==> src/rtl/lifo_stack.sv <==
// Last-in first-out word stack with valid/ready push and pop handshakes.
// The storage array is not reset; data_o is forced to zero whenever the stack is empty.
module lifo_stack #(
    parameter int SIZEDATA   = 32,
    parameter int DEPTHSTACK = 8,
    parameter int BITSCONT   = $clog2(DEPTHSTACK)
) (
    input  logic                clk_i,
    input  logic                rstn_i,
    input  logic                valid_i,
    input  logic [SIZEDATA-1:0] data_i,
    output logic                ready_o,
    output logic                valid_o,
    output logic [SIZEDATA-1:0] data_o,
    input  logic                ready_i,
    input  logic                flush_i,
    output logic [BITSCONT:0]   count_o
);

    localparam logic [BITSCONT:0] ONE_CNT  = (BITSCONT+1)'(1);
    localparam logic [BITSCONT:0] FULL_CNT = (BITSCONT+1)'(DEPTHSTACK);

    logic [SIZEDATA-1:0] mem [DEPTHSTACK];
    logic [BITSCONT:0]   count;
    logic [BITSCONT:0]   top_idx;
    logic [BITSCONT:0]   wr_idx;
    logic                push;
    logic                pop;
    logic                wr_en;

    assign ready_o = (count < FULL_CNT);
    assign valid_o = (count != '0);
    assign count_o = count;

    assign push  = valid_i & ready_o;
    assign pop   = valid_o & ready_i;
    assign wr_en = push & ~flush_i;

    assign top_idx = count - ONE_CNT;
    // A simultaneous push and pop replaces the current top in place.
    assign wr_idx  = pop ? top_idx : count;

    assign data_o = valid_o ? mem[top_idx[BITSCONT-1:0]] : '0;

    always_ff @(posedge clk_i or negedge rstn_i) begin
        if (!rstn_i) begin
            count <= '0;
        end else if (flush_i) begin
            count <= '0;
        end else if (push && !pop) begin
            count <= count + ONE_CNT;
        end else if (pop && !push) begin
            count <= count - ONE_CNT;
        end
    end

    // Storage has no reset; writes are still blocked while reset is held.
    always_ff @(posedge clk_i) begin
        if (rstn_i && wr_en) begin
            mem[wr_idx[BITSCONT-1:0]] <= data_i;
        end
    end

endmodule

==> config.mk <==
export PLATFORM = sky130hd
export DESIGN_NAME = lifo_stack
export DESIGN_NICKNAME = d
export VERILOG_FILES = /design/src/rtl/lifo_stack.sv
export SDC_FILE = /design/constraint.sdc
export NUM_CORES = 1
export LEC_CHECK = 0
export ABC_CLOCK_PERIOD_IN_PS = 3500
export CAP_MARGIN = 20
export CORE_ASPECT_RATIO = 0.6
export CORE_MARGIN = 5
export CORE_UTILIZATION = 42
export CTS_CLUSTER_DIAMETER = 120
export DETAILED_ROUTE_END_ITERATION = 12
export PLACE_DENSITY_LB_ADDON = 0.3
export RECOVER_POWER = 50
export SETUP_SLACK_MARGIN = 0.1
export SYNTH_ARGS = -nofsm -noshare
export SYNTH_HDL_FRONTEND = slang
export SYNTH_SLANG_ARGS = --single-unit
==> constraint.sdc <==
create_clock -name clk_i -period 3.5 [get_ports clk_i]
set_clock_uncertainty 0.05 [all_clocks]
set_input_delay 0.7 -clock clk_i [delete_from_list [all_inputs] [get_ports clk_i]]
set_output_delay 0.7 -clock clk_i [all_outputs]
set_load 0.01 [all_outputs]
==> results.yml <==
outcome:
  status: "finished clean"
critical_path:
  crit_path_start_kind: "flop"
  crit_path_max_fanout: 13
  critPathRequiredTime_ns: 2.75
  r2r_start: "count_o[0]$_DFFE_PN0P_"
  crit_path_cell_trace: "inv_1 > ha_4 > buf_12 > buf_16 > mux4_2 > a22o_1 > dlygate4sd2_1"
  reg2reg_slack_ns: 0.22
  critPathMaxStageDelay_ns: 0.48
  r2r_cells: 9
  arrival_ns: 2.58
  r2r_end: "mem[7][16]$_DFFE_PP_"
  crit_slowest_cell: "dfrtp_4"
  path_class: "reg2out"
  end_kind: "primary output"
global_route:
  grt_antenna_before_repair: 1
  grt_max_degree: 36
  gr-total-overflow: 0
  grt_pass1_vias: 5172
  grt_pass1_wl_um: 33700
  grt_use_total_pct: 16.8
route:
  drc: 0
  vias: 4977
  drtIter0Drc: 473
  wire_per_inst_um: 25.6
  drtPass1Iterations: 5
  routed_via_density: 5.60
  ant_nets: 0
  drt-total-wl_um: 22700
yosys:
  seq_area_frac_synth_pct: 77.5
  synth_compound_area_share_pct: 4.05
  synth_mux_area_share_pct: 14.4
  synth-simple-area-share_pct: 2.09
  synth_area_um2: 10000
  yosys.area_share.adder_pct: 0.249
  syn_inst: 442
  synth_area_per_cell_um2: 22.7
  synth_top_family_by_area: "multiplexers"
  synth_cell_types: 40
  synth_seq_cells: 260
  synth_nets: 481
  ys_warn_count: 0
  synth_xor_area_share_pct: 0.174
power_and_ir_drop:
  vdd_drop_max_mv: 0.547
  p_per_area_nw_per_um2: 825
  p_leak_nw: 4.07
clock_tree:
  cts_buffer_depth: 3
  cts_tree: "built"
  cts.clk_slew.worst_paths_ns: 0.06
  clock_latency_ns: 0.51
  cts_root_buf: "clkbuf_16"
  cts_buffers: 24
  clock_sinks: 260
  htreeDepth: 1
timing:
  setup_tns_ns: 0
  timing.slew.headroom_pct: 62.1
  min_period_over_period_pct: 95.0
  max_freq_ghz: 0.301
  rsz0062_at_grt: "false"
  finalHoldViolCount: 0
  post-route-min-period_ns: 3.33
  setup_viol: 0
  finalMaxSlewViolations: 0
  tightest_slew_ns: 0.567
place:
  port_buffers: 74
  dp_hpwl_um: 11900
  dpl_cell_area_um2: 11400
  place_congestion: 0.831
cells_and_area:
  diodes: 0
  multiInputGateArea_um2: 2210
  fillers: 1829
  drive_gt1_share_pct: 26.3
  area_growth_pct: 23.9
  nets: 598
  final_area_um2: 12400
  regArea_um2: 7790
floorplan:
  io_pins: 75
  die_area_um2: 27200
  rows: 43
  die_w_um: 210
  die_h_um: 130
  start_util_pct: 43.0
  core_area_um2: 23300
job:
  drv_cap: 0
min_path:
  hold_path_class: "in2async"
## Yosys cell counts (all sizes together)
cell	n	area (µm²)
a2111oi	1	8.76
nor3	2	10.0
clkbuf	10	37.5
nand2	5	18.8
dfrtp	4	100
a21oi	2	10.0
inv	4	15.0
nand2b	5	38.8
o311a	1	10.0
edfxtp	256	7690
a22oi	2	15.0
o221ai	1	8.76
a2bb2o	1	10.0
or3b	1	11.3
nand4b	1	8.76
a22o	32	280
xnor2	2	17.5
mux4	64	1440
mux2i	1	10.0
a2bb2oi	1	8.76
buf	15	98.8
o31ai	1	7.51
nor2b	6	37.5
o21ai	2	10.0
ha	2	25.0
nor2	11	46.3
a31oi	2	12.5
or4	1	7.51
o22ai	1	6.26
nand3	1	5.00
nor3b	2	26.3
o2bb2ai	1	8.76
a221o	1	10.0
## per-stage QoR
stage / hold WS [ns] / std cells / total power, mW / setup slack, ns / utilization [%]
after floorplan: 0.354 / 442 / 5.89 / -0.177 / -
after global placement: 0.625 / 829 / 7.31 / 0.285 / 48.7
after detailed placement: 0.641 / 829 / 7.34 / 0.209 / 48.7
after CTS: 0.367 / 889 / 10.4 / 0.0474 / 53.4
after global routing: 0.439 / 889 / 10.7 / 0.101 / 53.3
final: 0.446 / 889 / 10.3 / 0.174 / 53.3
## what timing repair did
item / 4_1_cts / 5_1_grt
gates cloned: 7 / 0
gates resized for setup: 44 / 2
pin swaps: 1 / 1
setup endpoints to repair: 32 / 2
hold buffers: 0 / 0
buffers inserted: 12 / 0
endpoints found under the hold margin: 0 / 0
## layout make-up
type / count / area share [%]
clock inverters: 9 / 0.744
flip-flops and latches: 260 / 62.6
multi-input cells: 154 / 17.7
inverters: 4 / 0.121
clock buffers: 32 / 5.24
well taps: 315 / 3.17
repair buffers: 115 / 10.4
## flip-flops by register name (all words and copies together), names as in the netlist
name     flops
mem        256
count_o      4
## worst max-delay path: cells and delay by family (launching register included)
family / cells / cell delay (ns)
buffers and inverters: 4 / 0.71
flip-flops: 1 / 0.48
multiplexers: 1 / 0.35
AO/OA/AOI/OAI: 1 / 0.27
adder cells (fa/ha/maj): 1 / 0.26
## logic make-up (layout without fill, tap and decap cells)
kind of cell,after synthesis,after routing
flops,260,260
compound gates,49,50
xor+xnor,2,2
buf+inv,29,160
fa+ha+maj,2,2
simple gates,35,35
mux,65,65
## placed cells by master (no fill, tap or decap), types with 3 or more instances in the layout
cell             synthesis  layout
nor2b_1                  6       5
mux4_2                  64      64
dlygate4sd3_1            0      38
clkbuf_1                10       7
dlygate4sd2_1            0      30
nand2_1                  5       4
clkbuf_16                0      25
dfrtp_1                  4       3
clkinv_1                 0       4
clkdlybuf4s50_1          0       4
a22o_1                  32      32
nor2_1                   9       4
buf_12                   0       9
nand2b_1                 4       4
buf_4                    3      22
nor2_4                   0       7
edfxtp_1               256     256
inv_1                    4       4
buf_16                   0       7
## power by group
| part | switching (mW) | leakage, nW | internal [mW] |
|---|---|---|---|
| Combinational | 2.00 | 1.36 | 2.17 |
| Clock | 1.05 | 0.359 | 1.45 |
| Sequential | 0.0348 | 2.36 | 3.57 |
## metal layers
metal | vias to the layer above | GRT usage [%] | wire, µm
met1 | 2608 | 24.9 | 10100
li1 | 2136 | - | -
met3 | 35 | 3.72 | 1840
met2 | 196 | 26.4 | 10400
met5 | - | 0 | 7
met4 | 2 | 3.03 | 361
## worst max path at each step
stage                                 from                   to  slack (ns)  depth (start not counted)
finish              count_o[0]$_DFFE_PN0P_           data_o[21]        0.17                          7
global route        count_o[0]$_DFFE_PN0P_            data_o[6]        0.10                          7
CTS                 count_o[0]$_DFFE_PN0P_            data_o[5]        0.05                          7
detailed placement  count_o[0]$_DFFE_PN0P_           data_o[11]        0.21                          7
global placement    count_o[0]$_DFFE_PN0P_           data_o[11]        0.29                          7
floorplan           count_o[0]$_DFFE_PN0P_  mem[1][0]$_DFFE_PP_       -0.18                         10
Power figures use the tool's default switching activity.
